### src/rtl/kypd_seg_display.sv
// rtl/kypd_seg_display.sv - keypad press debouncer, 4-digit entry register and 7-segment scan driver (option: LEADING_ZERO_BLANK_EN)
module kypd_seg_display #(
  parameter int unsigned REFRESH_DIV     = 100000,
  parameter int unsigned DEBOUNCE_CYCLES = 1000000
) (
  input  logic        clk,
  input  logic        rst,
  input  logic        key_valid,
  input  logic [3:0]  key_code,
  input  logic        clear,
  output logic        entry_strobe,
  output logic [3:0]  entry_code,
  output logic [15:0] digits,
  output logic [3:0]  an,
  output logic [6:0]  seg
);

  localparam int unsigned RW = (REFRESH_DIV > 2) ? $clog2(REFRESH_DIV) : 1;
  localparam logic [RW-1:0] REF_LAST = RW'(REFRESH_DIV - 1);
  localparam logic [23:0]   DEB_LAST = 24'(DEBOUNCE_CYCLES - 1);

  typedef enum logic [1:0] {
    ST_IDLE,
    ST_DEBOUNCE,
    ST_HELD,
    ST_RELEASE
  } state_t;

  state_t        state_q, state_d;
  logic [23:0]   cnt_q, cnt_d;
  logic          accept;

  logic [15:0]   digits_q, digits_d;
  logic          strobe_q, strobe_d;
  logic [3:0]    code_q, code_d;

  logic [RW-1:0] ref_q, ref_d;
  logic [1:0]    sel_q, sel_d;
  logic [3:0]    an_q, an_d;
  logic [6:0]    seg_q, seg_d;
  logic [3:0]    cur_nib;
  logic          blank;

  function automatic logic [6:0] hex_to_seg(input logic [3:0] v);
    logic [6:0] s;
    case (v)
      4'h0: s = 7'b1000000;
      4'h1: s = 7'b1111001;
      4'h2: s = 7'b0100100;
      4'h3: s = 7'b0110000;
      4'h4: s = 7'b0011001;
      4'h5: s = 7'b0010010;
      4'h6: s = 7'b0000010;
      4'h7: s = 7'b1111000;
      4'h8: s = 7'b0000000;
      4'h9: s = 7'b0010000;
      4'hA: s = 7'b0001000;
      4'hB: s = 7'b0000011;
      4'hC: s = 7'b1000110;
      4'hD: s = 7'b0100001;
      4'hE: s = 7'b0000110;
      default: s = 7'b0001110;
    endcase
    return s;
  endfunction

  // Press FSM: a press or a release must be stable for DEBOUNCE_CYCLES before it counts
  always_comb begin
    state_d = state_q;
    cnt_d   = cnt_q;
    accept  = 1'b0;
    case (state_q)
      ST_IDLE: begin
        if (key_valid) begin
          state_d = ST_DEBOUNCE;
          cnt_d   = 24'd0;
        end
      end
      ST_DEBOUNCE: begin
        if (!key_valid) begin
          state_d = ST_IDLE;
        end else if (cnt_q == DEB_LAST) begin
          accept  = 1'b1;
          state_d = ST_HELD;
        end else begin
          cnt_d = cnt_q + 24'd1;
        end
      end
      ST_HELD: begin
        if (!key_valid) begin
          state_d = ST_RELEASE;
          cnt_d   = 24'd0;
        end
      end
      ST_RELEASE: begin
        if (key_valid) begin
          state_d = ST_HELD;
        end else if (cnt_q == DEB_LAST) begin
          state_d = ST_IDLE;
        end else begin
          cnt_d = cnt_q + 24'd1;
        end
      end
      default: state_d = ST_IDLE;
    endcase
  end

  // Entry register: shift in accepted codes; clear wins over a same-cycle shift
  always_comb begin
    digits_d = digits_q;
    strobe_d = accept;
    code_d   = code_q;
    if (accept) begin
      digits_d = {digits_q[11:0], key_code};
      code_d   = key_code;
    end
    if (clear) begin
      digits_d = 16'h0000;
    end
  end

  // Scan: step the lit digit every REFRESH_DIV cycles and register anode/cathode drive
  always_comb begin
    ref_d = (ref_q == REF_LAST) ? '0 : ref_q + RW'(1);
    sel_d = (ref_q == REF_LAST) ? sel_q + 2'd1 : sel_q;
    cur_nib = digits_q[4*sel_q +: 4];
`ifdef LEADING_ZERO_BLANK_EN
    case (sel_q)
      2'd1:    blank = (digits_q[15:4] == 12'h000);
      2'd2:    blank = (digits_q[15:8] == 8'h00);
      2'd3:    blank = (digits_q[15:12] == 4'h0);
      default: blank = 1'b0;
    endcase
`else
    blank = 1'b0;
`endif
    an_d  = ~(4'b0001 << sel_q);
    seg_d = blank ? 7'b1111111 : hex_to_seg(cur_nib);
  end

  // State registers
  always_ff @(posedge clk or posedge rst) begin
    if (rst) begin
      state_q  <= ST_IDLE;
      cnt_q    <= 24'd0;
      digits_q <= 16'h0000;
      strobe_q <= 1'b0;
      code_q   <= 4'h0;
      ref_q    <= '0;
      sel_q    <= 2'd0;
      an_q     <= 4'b1111;
      seg_q    <= 7'b1111111;
    end else begin
      state_q  <= state_d;
      cnt_q    <= cnt_d;
      digits_q <= digits_d;
      strobe_q <= strobe_d;
      code_q   <= code_d;
      ref_q    <= ref_d;
      sel_q    <= sel_d;
      an_q     <= an_d;
      seg_q    <= seg_d;
    end
  end

  assign entry_strobe = strobe_q;
  assign entry_code   = code_q;
  assign digits       = digits_q;
  assign an           = an_q;
  assign seg          = seg_q;

endmodule

### config.mk
export PLATFORM = sky130hd
export DESIGN_NAME = kypd_seg_display
export DESIGN_NICKNAME = d
export VERILOG_FILES = /design/src/rtl/kypd_seg_display.sv
export SDC_FILE = /design/constraint.sdc
export NUM_CORES = 1
export LEC_CHECK = 0
export ABC_AREA = 1
export CAP_MARGIN = 10
export CORE_ASPECT_RATIO = 1.4
export CORE_MARGIN = 2
export CORE_UTILIZATION = 50
export DETAILED_ROUTE_END_ITERATION = 7
export GPL_TIMING_DRIVEN = 0
export PLACE_DENSITY = 0.74
export SLEW_MARGIN = 40
export SYNTH_ARGS = -nofsm -noshare
export SYNTH_HDL_FRONTEND = slang
export SYNTH_SLANG_ARGS = --single-unit
### constraint.sdc
create_clock -name clk -period 2.3 [get_ports clk]
set_input_delay 0.46 -clock clk [delete_from_list [all_inputs] [get_ports clk]]
set_output_delay 0.46 -clock clk [all_outputs]
set_load 0.01 [all_outputs]
==> results by group, run 1 <==
Status
  • Status: complete, no violations

Route
  • Routed WL: 10,200 um
  • Vias per inst: 5.10
  • WL/cell: between 10 and 15 um
  • ANT nets after route: 0
  • WL met2: 5310 um
  • Vias: 3,762
  • Drt first-iter violations: 197
  • Metal-1 WL: around 4200 um
  • DRC errors left: 0
  • First drt pass iteration count: 4
  • Metal3 WL: roughly 360 um
  • Highest metal used: met4

Worst setup path
  • FF-to-FF End: cnt_q[18]
  • Startpoint types: flip-flop
  • R2R cell count: 10
  • Worst flop-to-flop path startpoint: cnt_q[0]
  • WP data arrival: about 2.2 ns
  • Req. time, crit path: 2.53 ns
  • Crit end category: flip-flop
  • Reg2reg setup slack: 0.34 ns
  • Crit. Startpoint: cnt_q[0]
  • Crit path capture: cnt_q[18]
  • Crit-path max FO: 10
  • Crit path kind: flip-flop to flip-flop

STA
  • RSZ-0062 raised after global routing: false
  • Clock Skew: 0.00405 ns
  • Setup TNS: 0 ns
  • Final Critical Period: 1.96 ns
  • Crit share post-route: between 80 and 90%
  • Fmax: 511 MHz
  • Max-slew headroom: 62.5%
  • Setup violators final: 0
  • Final Hold Fails: 0
  • WHS: roughly 0.46 ns
  • Pin slew with the least headroom to its limit: 0.558 ns
  • Fin. max-slew vios: 0

Floorplanning
  • Die W: 82.7 um
  • Core area: around 8500 um^2
  • Die H: 114 um
  • Die area: ~9400 um^2
  • IO Pins: 40
  • Initial Utilization: 50.9%
  • FP Rows: 40

Flow run
  • Max_cap viols: 0

Synthesis
  • Post-synth EDFFs: 0
  • Post-synth top cells: 199 x nand2_1, 76 x nor2_1, 66 x dfrtp_1, 58 x inv_1, 45 x nand3_1
  • FF+latch count, synth: 77
  • Area share of the largest cell type after synthesis: approximately two fifths
  • Synth Flop Type: dfrtp_1
  • Yosys Warn Count: 0
  • Post-Synthesis Cells: 575
  • Dominant cell by count in the synthesized netlist: nand2_1
  • Synth area leader: dfrtp_1
  • Mean post-synth cell area: 7.53 um^2
  • Post-Syn Area: 4330 um^2
  • Async set-or-reset flop fraction in the synthesized netlist: 100%
  • Synth Net Count: 595
  • Netlist cell types: 34
  • Area contributors post-synth: dfrtp_1 38%, nand2_1 17%, dfstp_2 6.7%, nor2_1 6.6%, nand3_1 5.2%
  • Sequential share of the synthesized area: between 40% and 50%

Clocking
  • CTS Buffer Depth: 2
  • Hold-fix buffers at CTS: 0
  • TritonCTS clock tree: done
  • Post_cts resized: 0
  • Total CTS buffers: 9
  • Worst skew pair latency: 0.34 ns
  • Root buffer cell: clkbuf_16
  • CTS H-tree depth: 3
  • Reg clk slew, reported paths: 0.06 ns
  • Setup Fix Bufs, Post-CTS: 0
  • CTS sink cnt: 77

Cells and area
  • Nets: 648
  • Total inserted antenna cells: 0
  • Final-layout fill cell count: 760
  • Area Growth Syn to Fin: 21.9%
  • Share of layout cells above drive strength 1: 8.69%

Worst hold path
  • Worst Hold Class: flip-flop to flip-flop

Power
  • Leakage: 0.00255 uW
  • Tot Pwr: 3130 uW
  • Pwr/cell area: 593 nW/um^2
  • Peak VDD IR: 0.435 mV

GRT
  • Initial antenna violation count: 0
  • GRT overflow: 0
  • Vias in the first global route: 3,795
  • First-pass GRT wire length: 17,800 um
  • Total track usage: between 20% and 30%
  • Largest net degree at the start of global routing: 25

Placement
  • I/O Buffers: 39
  • DPL Wire Length: between 7000 and 8000 um
  • GPL Wtd Cong: 0.914
[metrics by stage]
step | utilization, % | area (um^2) | std cells | setup slack [ns]
floorplan | - | 4340 | 575 | 0.660
global placement | 57.1 | 4860 | 719 | 0.0802
detailed placement | 58.1 | 4940 | 722 | 0.366
CTS | 62.1 | 5280 | 738 | 0.334
global route | 62.1 | 5280 | 738 | 0.170
finish | 62.1 | 5280 | 738 | 0.343
[worst max-delay path: stages (launching register included)]
cell and delay (ns):
dfrtp_1 0.43, ha_1 0.30, nand3_2 0.15, clkinv_2 0.14
nand3_4 0.13, nor2_8 0.06, nor2_4 0.17, clkinv_2 0.16
buf_6 0.18, nand2_1 0.06, nand2_1 0.06
[worst min path at each step]
stage / start / endpoint / slack [ns] / depth (start not counted)
after global routing: ref_q[0] / ref_q[0] / 0.48 / 1
after detailed placement: ref_q[0] / ref_q[0] / 0.46 / 1
after floorplan: ref_q[0] / ref_q[0] / 0.43 / 1
after global placement: ref_q[0] / ref_q[0] / 0.44 / 1
final: ref_q[0] / ref_q[0] / 0.46 / 1
after CTS: ref_q[0] / ref_q[0] / 0.46 / 1
[kinds of logic (layout without fill, tap and decap cells)]
family	count (synthesis)	in the layout	share of synthesized area (%)
AND/OR/NAND/NOR	353	353	35.3
flip-flops	77	77	44.8
buffers and inverters	74	132	7.37
AO/OA/AOI/OAI	35	35	4.25
XOR/XNOR	24	24	4.85
adder cells (fa/ha/maj)	12	12	3.47
[report_power, final]
group	leakage, uW	total, uW	internal, uW	switching, uW
clock	0.000167	1640	1090	552
sequential	0.00101	1370	1360	8.42
combinational	0.00137	122	44.6	77.4
total	0.00255	3130	2500	638
[layer usage]
metal | track usage [%] | up-vias
li1 | - | 1907
met1 | 29.8 | 1750
met2 | 41.3 | 81
met3 | 5.84 | 24
met4 | 11.5 | 0
met5 | 0 | -
[registers in the layout, summed over array words and instances, names as in the netlist, named ones only]
signal and flops:
ref_q 17, an 4, cnt_q 24, seg 7
entry_strobe 1, entry_code 4, state_q 1, digits 16
sel_q 2
[cells in the final DEF, fill, tap and decap left out, types with 2 or more instances in the layout]
master / n
nand2_1: 199
nor2_1: 76
dfrtp_1: 66
inv_1: 57
nand3_1: 45
clkdlybuf4s50_1: 39
o21ai_0: 20
xor2_1: 20
nand4_1: 15
ha_1: 12
dfstp_2: 11
a21oi_1: 9
clkbuf_16: 9
buf_2: 6
xnor2_1: 4
nand3_2: 4
clkinv_2: 4
buf_6: 4
o21ai_1: 3
bufinv_16: 3
buf_16: 3
nand2_2: 2
nor4_1: 2
nor3_1: 2
clkbuf_1: 2
[final cells by class]
cell class | count | area (um^2) | area share [%]
Buffer | 11 | 78.8 | 1.49
Clock buffer | 12 | 246 | 4.67
Clock inverter | 4 | 95.1 | 1.80
Inverter | 63 | 244 | 4.62
Multi-Input combinational cell | 424 | 2070 | 39.2
Sequential cell | 77 | 1940 | 36.7
Tap cell | 105 | 131 | 2.49
Timing Repair Buffer | 42 | 473 | 8.96
Power figures use the tool's default switching activity.
==> run 2, diff against run 1 <==
- PLACE_DENSITY: 0.74 -> 0.77
==> run 2 against run 1 <==
  * Sequential power barely moved
  * Design area fell by 0.45%
  * Sequential share of layout area rose by 0.17 points
  * Sequential cell count did not move
  * Routed wire length rose by 1.6%
  * Die area did not move
  * Via count rose by 2.8%
  * Setup slack got worse by 0.012 ns
  * Fmax fell by 0.61%
  * Register-to-register slack barely moved
==> results by group, run 2 (same netlist as run 1, synthesis figures left out) <==
Power
  • Pwr/cell area: 577 nW/um^2 (-2.7%)
  • Peak VDD IR: 0.417 mV (-4.1%)
  • Leakage: 0.00253 uW (-0.41%)
  • Internal cell power: 2360 uW (-5.4%)
  • Switching power: 674 uW (+5.6%)
  • Seq pwr share: 45.2% (+1.4 points)
  • Comb pwr share: 3.9% (about the same)
  • Switching fraction of total power: 22.2% (+1.9 points)
  • Clock power frac: 50.9% (-1.5 points)

Clocking
  • Total CTS buffers: 9 (unchanged)
  • Hold-fix buffers at CTS: 0 (unchanged)
  • Root buffer cell: clkbuf_16
  • TritonCTS clock tree: done
  • Post_cts resized: 0 (unchanged)
  • CTS H-tree depth: 3 (unchanged)
  • Worst skew pair latency: 0.34 ns (about the same)
  • Reg clk slew, reported paths: 0.06 ns (about the same)
  • Setup Fix Bufs, Post-CTS: 0 (unchanged)
  • CTS Buffer Depth: 2 (unchanged)
  • CTS sink cnt: 77 (unchanged)

Cells and area
  • Post-route cell area: 5260 um^2 (-0.45%)
  • Commonest non-fill, non-tap cell in the layout: nand2_1
  • Total inserted antenna cells: 0 (unchanged)
  • Share of layout cells above drive strength 1: 9.00% (+0.32 points)
  • Max reg flops: 24 (unchanged)
  • Area Growth Syn to Fin: 21.4%
  • Nets: 648 (unchanged)
  • Most flops, register: cnt_q
  • Most frequent cells in the layout: 199 x nand2_1, 76 x nor2_1, 66 x dfrtp_1

STA
  • Pin slew with the least headroom to its limit: 0.552 ns (-0.00610 ns)
  • RSZ-0062 raised after global routing: false
  • Max-slew headroom: 62.9% (+0.41 points)
  • Crit share post-route: 85.6% (+0.52 points)
  • Setup TNS: 0 ns (unchanged)
  • Setup violators final: 0 (unchanged)
  • Fmax: 508 MHz (-0.61%)
  • Clock Skew: 0.00802 ns (+0.00397 ns)
  • Final setup margin: 0.331 ns (-0.0120 ns)
  • Final Critical Period: 1.97 ns (+0.0120 ns)
  • Fin. max-slew vios: 0 (unchanged)
  • Final Hold Fails: 0 (unchanged)

Route
  • First drt pass iteration count: 5 (+1)
  • ANT nets after route: 0 (unchanged)
  • WL/cell: 14.0 um (+1.6%)
  • DRC errors left: 0 (unchanged)
  • Vias: 3,868 (+2.8%)
  • Vias per inst: 5.24 (+2.8%)
  • Routed WL: 10,300 um (+1.6%)
  • Drt first-iter violations: 196 (-0.51%)

Flow run
  • Max_cap viols: 0 (unchanged)

Worst setup path
  • Critical Path Max Stage Delay: 0.43 ns (about the same)
  • Startpoint types: flip-flop
  • Critical path's most frequent cell: a21oi_1
  • Crit. path cell count: 10 (unchanged)
  • WP data arrival: 2.24 ns (+0.06 ns)
  • Crit-path max FO: 10 (unchanged)
  • Crit end category: flip-flop
  • Worst flop-to-flop path startpoint: sel_q[0]
  • Crit. Startpoint: sel_q[0]
  • Worst path bufs/invs: 3 (unchanged)
  • Crit-path slowest cell: dfrtp_1
  • Crit-path cells: buf_2 > a21oi_1 > o21ai_0 > nand2_1 > inv_1 > ha_1 > inv_1 > o21ai_0 > a21oi_1 > a21oi_1
  • FF-to-FF End: seg[0]
  • CP top delay family: compound AO/OA/AOI/OAI gates
  • R2R cell count: 10 (unchanged)
  • Reg2reg setup slack: 0.33 ns (about the same)
  • Crit path kind: flip-flop to flip-flop
  • Crit path capture: seg[0]
  • Req. time, crit path: 2.57 ns (+0.04 ns)

GRT
  • Largest net degree at the start of global routing: 26 (+4.0%)
  • Vias in the first global route: 3,772 (-0.61%)
  • Total track usage: 24.4% (-0.36 points)
  • First-pass GRT wire length: 17,600 um (-1.1%)
  • Initial antenna violation count: 0 (unchanged)
  • GRT overflow: 0 (unchanged)

Floorplanning
  • Initial Utilization: 50.9% (unchanged)
  • Die W: 82.7 um (unchanged)
  • IO Pins: 40 (unchanged)
  • FP Rows: 40 (unchanged)
  • Die area: 9430 um^2 (unchanged)
  • Die H: 114 um (unchanged)
  • Core area: 8510 um^2 (unchanged)

Placement
  • Dpl ws: 0.360 ns (-0.00580 ns)
  • DP Area: 4930 um^2 (-0.15%)
  • I/O Buffers: 39 (unchanged)
  • GPL Wtd Cong: 0.935 (+2.3%)
  • DPL Wire Length: 7580 um (+1.0%)

Worst hold path
  • Worst Hold Class: flip-flop to flip-flop

Status
  • Status: complete, no violations
==> run 2: cell types whose count changed in the layout (fill, tap and decap cells not counted), sizes merged <==
| cell | previous run | this run |
|---|---|---|
| clkinv | 5 | 9 |
| clkbuf | 12 | 9 |
| bufinv | 3 | 2 |
==> run 2: routing by layer <==
metal | track usage [%] | part of all wire (%) | up-vias
li1 | - | - | 1922
met1 | 29.5 | 41 | 1806
met2 | 40.9 | 52 | 111
met3 | 4.26 | 4.0 | 29
met4 | 12.7 | 3.2 | 0
met5 | 0 | 0 | -
==> run 2: layout make-up <==
cell class	instances	area [um^2]
buffer	11	78.8
clock buffer	9	225
clock inverter	7	100
fill	771	3250
inverter	63	244
multi-input combinational	424	2070
sequential	77	1940
tap	105	131
timing repair buffer	42	465
==> run 2: power groups by stage <==
stage | logic, uW | clock network (uW) | registers, uW
floorplan | 66.9 | 0 | 1390
CTS | 122 | 1560 | 1370
detailed placement | 122 | 0 | 1400
global route | 135 | 1620 | 1370
finish | 120 | 1540 | 1370
global placement | 104 | 0 | 1400
==> run 2: through the flow <==
step / std cells / hold slack (ns) / power, uW / utilization, %
after global routing: 738 / 0.491 / 3130 / 61.8
final: 738 / 0.459 / 3030 / 61.8
after global placement: 719 / 0.443 / 1500 / 57.1
after floorplan: 575 / 0.433 / 1460 / -
after CTS: 738 / 0.461 / 3050 / 61.8
after detailed placement: 722 / 0.453 / 1520 / 58.0
==> run 2: worst min-delay path by stage <==
| stage | startpoint | end | slack (ns) | depth (start not counted) |
|---|---|---|---|---|
| finish | ref_q[0] | ref_q[0] | 0.46 | 1 |
| floorplan | ref_q[0] | ref_q[0] | 0.43 | 1 |
| detailed placement | ref_q[0] | ref_q[0] | 0.45 | 1 |
| CTS | ref_q[0] | ref_q[0] | 0.46 | 1 |
| global route | ref_q[0] | ref_q[0] | 0.49 | 1 |
| global placement | ref_q[0] | ref_q[0] | 0.44 | 1 |
==> run 2: worst register-to-register path, cell delays in order, from the launching register on <==
cell,delay (ns)
dfrtp_1,0.43
buf_2,0.24
a21oi_1,0.08
o21ai_0,0.08
nand2_1,0.23
inv_1,0.14
ha_1,0.21
inv_1,0.09
o21ai_0,0.18
a21oi_1,0.06
a21oi_1,0.14
==> run 3, diff against run 2 <==
- HOLD_SLACK_MARGIN: not set -> 0.05
- PLACE_DENSITY: 0.77 -> 0.74
- SLEW_MARGIN: 40 -> 25
==> run 3 against run 2 <==
  * Combinational power decreased by 8%
  * Fmax increased by 1.7%
  * Routed wire length decreased by 1.6%
  * Setup slack improved by 0.033 ns
  * Via count decreased by 2.3%
  * Hold slack improved by 0.0033 ns
  * Non-clock buffer count is 1 lower
  * Critical path depth stayed put
  * Clock skew decreased by 0.0020 ns
  * Sequential power hardly changed
  * Critical path type unchanged
  * Largest cell class unchanged
  * Highest routed layer unchanged
==> results by group, run 3 (same netlist as run 1, synthesis figures left out) <==
Flow run
  • Max_cap viols: 0 (unchanged)

Worst setup path
  • Worst path bufs/invs: 3 (unchanged)
  • Startpoint types: flip-flop
  • Critical Path Max Stage Delay: 0.44 ns (about the same)
  • Crit-path slowest cell: dfrtp_1
  • Crit path kind: flip-flop to flip-flop
  • Crit end category: flip-flop
  • Crit-path max FO: 8 (-2)
  • WP data arrival: 2.20 ns (-0.04 ns)
  • CP top delay family: compound AO/OA/AOI/OAI gates
  • Crit-path cells: inv_1 > a21oi_1 > o21ai_0 > nand2_1 > inv_1 > ha_1 > inv_1 > o21ai_0 > a21oi_1 > a21oi_1
  • Req. time, crit path: 2.56 ns (about the same)
  • Reg2reg setup slack: 0.36 ns (+0.03 ns)

Power
  • Comb pwr share: 3.7% (-0.2 points)
  • Pwr/cell area: 582 nW/um^2 (+0.86%)
  • Switching power: 635 uW (-5.8%)
  • Leakage: 0.00252 uW (-0.51%)
  • Peak VDD IR: 0.409 mV (-1.9%)
  • Clock power frac: 51.2% (+0.3 points)
  • Internal cell power: 2410 uW (+1.9%)
  • Seq pwr share: 45.1% (about the same)
  • Switching fraction of total power: 20.9% (-1.3 points)

Floorplanning
  • Die area: 9430 um^2 (unchanged)
  • Die W: 82.7 um (unchanged)
  • Die H: 114 um (unchanged)
  • IO Pins: 40 (unchanged)
  • FP Rows: 40 (unchanged)
  • Initial Utilization: 50.9% (unchanged)
  • Core area: 8510 um^2 (unchanged)

Worst hold path
  • Worst Hold Class: flip-flop to flip-flop

Cells and area
  • Share of layout cells above drive strength 1: 8.70% (-0.30 points)
  • Total inserted antenna cells: 0 (unchanged)
  • Final std cells w/o fill: 737 (-0.14%)
  • Most flops, register: cnt_q
  • Commonest non-fill, non-tap cell in the layout: nand2_1
  • Area Growth Syn to Fin: 20.6%
  • Nets: 647 (-0.15%)
  • Post-route cell area: 5220 um^2 (-0.64%)
  • Max reg flops: 24 (unchanged)
  • Most frequent cells in the layout: 199 x nand2_1, 76 x nor2_1, 66 x dfrtp_1

STA
  • Setup TNS: 0 ns (unchanged)
  • Final Hold Fails: 0 (unchanged)
  • Fmax: 517 MHz (+1.7%)
  • Crit share post-route: 84.2% (-1.4 points)
  • Setup violators final: 0 (unchanged)
  • Max-slew headroom: 62.6% (-0.36 points)
  • Final Critical Period: 1.94 ns (-0.0332 ns)
  • Fin. max-slew vios: 0 (unchanged)
  • Pin slew with the least headroom to its limit: 0.557 ns (+0.00534 ns)
  • RSZ-0062 raised after global routing: false
  • Clock Skew: 0.00602 ns (-0.00200 ns)

Clocking
  • Hold-fix buffers at CTS: 0 (unchanged)
  • Worst skew pair latency: 0.34 ns (about the same)
  • Setup Fix Bufs, Post-CTS: 0 (unchanged)
  • TritonCTS clock tree: done
  • CTS Buffer Depth: 2 (unchanged)
  • Reg clk slew, reported paths: 0.06 ns (about the same)
  • CTS H-tree depth: 3 (unchanged)
  • CTS sink cnt: 77 (unchanged)
  • Root buffer cell: clkbuf_16
  • Total CTS buffers: 9 (unchanged)
  • Post_cts resized: 0 (unchanged)

GRT
  • GRT overflow: 0 (unchanged)
  • Vias in the first global route: 3,751 (-0.56%)
  • Total track usage: 24.2% (-0.23 points)
  • First-pass GRT wire length: 17,500 um (-0.43%)
  • Initial antenna violation count: 0 (unchanged)
  • Largest net degree at the start of global routing: 31 (+19%)

Route
  • First drt pass iteration count: 4 (-1)
  • DRC errors left: 0 (unchanged)
  • ANT nets after route: 0 (unchanged)
  • Drt first-iter violations: 215 (+9.7%)
  • WL/cell: 13.8 um (-1.4%)
  • Vias per inst: 5.13 (-2.1%)
  • Vias: 3,780 (-2.3%)
  • Routed WL: 10,200 um (-1.6%)

Status
  • Status: complete, no violations

Placement
  • I/O Buffers: 39 (unchanged)
  • GPL Wtd Cong: 0.914 (-2.3%)
  • DPL Wire Length: 7490 um (-1.2%)
  • DP Area: 4900 um^2 (-0.71%)
  • Dpl cells: 721 (-0.14%)
[run 3: cell types whose count changed in the layout (fill, tap and decap cells not counted)]
cell | before | now
buf_12 | 1 | 2
clkbuf_8 | 0 | 2
clkinv_2 | 4 | 5
clkbuf_1 | 0 | 1
buf_16 | 2 | 0
clkinv_4 | 4 | 0
[run 3: power by group through the flow]
stage | clock [uW] | combinational, uW | sequential, uW
3_5_place_dp | 0 | 115 | 1400
4_1_cts | 1580 | 115 | 1370
2_1_floorplan | 0 | 66.9 | 1390
5_1_grt | 1640 | 125 | 1370
6_report | 1560 | 111 | 1370
3_3_place_gp | 0 | 103 | 1400
[run 3: worst paths after layout]
| path | startpoint | to | cells after the start |
|---|---|---|---|
| setup reg to reg | sel_q[1] | seg[0] | 10 |
| hold reg to reg | ref_q[0] | ref_q[0] | 1 |
| max in group asynchronous | rst | digits[15] | 4 |
| setup / recovery | sel_q[1] | seg[0] | 10 |
| min in group asynchronous | rst | cnt_q[10] | 2 |
| hold / removal | ref_q[0] | ref_q[0] | 1 |
[run 3: per-stage QoR]
stage | setup WS, ns | utilization (%) | hold WS [ns] | total power [uW]
3_3_place_gp | 0.0802 | 57.1 | 0.442 | 1500
3_5_place_dp | 0.379 | 57.6 | 0.456 | 1510
2_1_floorplan | 0.660 | - | 0.433 | 1460
4_1_cts | 0.348 | 61.4 | 0.463 | 3060
5_1_grt | 0.129 | 61.4 | 0.479 | 3140
6_report | 0.364 | 61.4 | 0.463 | 3040
[run 3: layer usage]
metal,routed length [um],global-route usage [%],share of wire [%],vias to the layer above
li1,-,-,-,1912
met3,357,3.79,3.5,27
met5,0,0,0,-
met4,306,13.4,3.0,0
met1,4260,29.4,42,1753
met2,5250,40.2,52,88
[run 3: layout make-up]
| type | count | area (um^2) |
|---|---|---|
| fillers | 778 | 3280 |
| flip-flops and latches | 77 | 1940 |
| inverters | 63 | 244 |
| clock buffers | 12 | 256 |
| well taps | 105 | 131 |
| clock inverters | 4 | 70.1 |
| plain buffers | 11 | 78.8 |
| repair buffers | 41 | 430 |
| multi-input cells | 424 | 2070 |
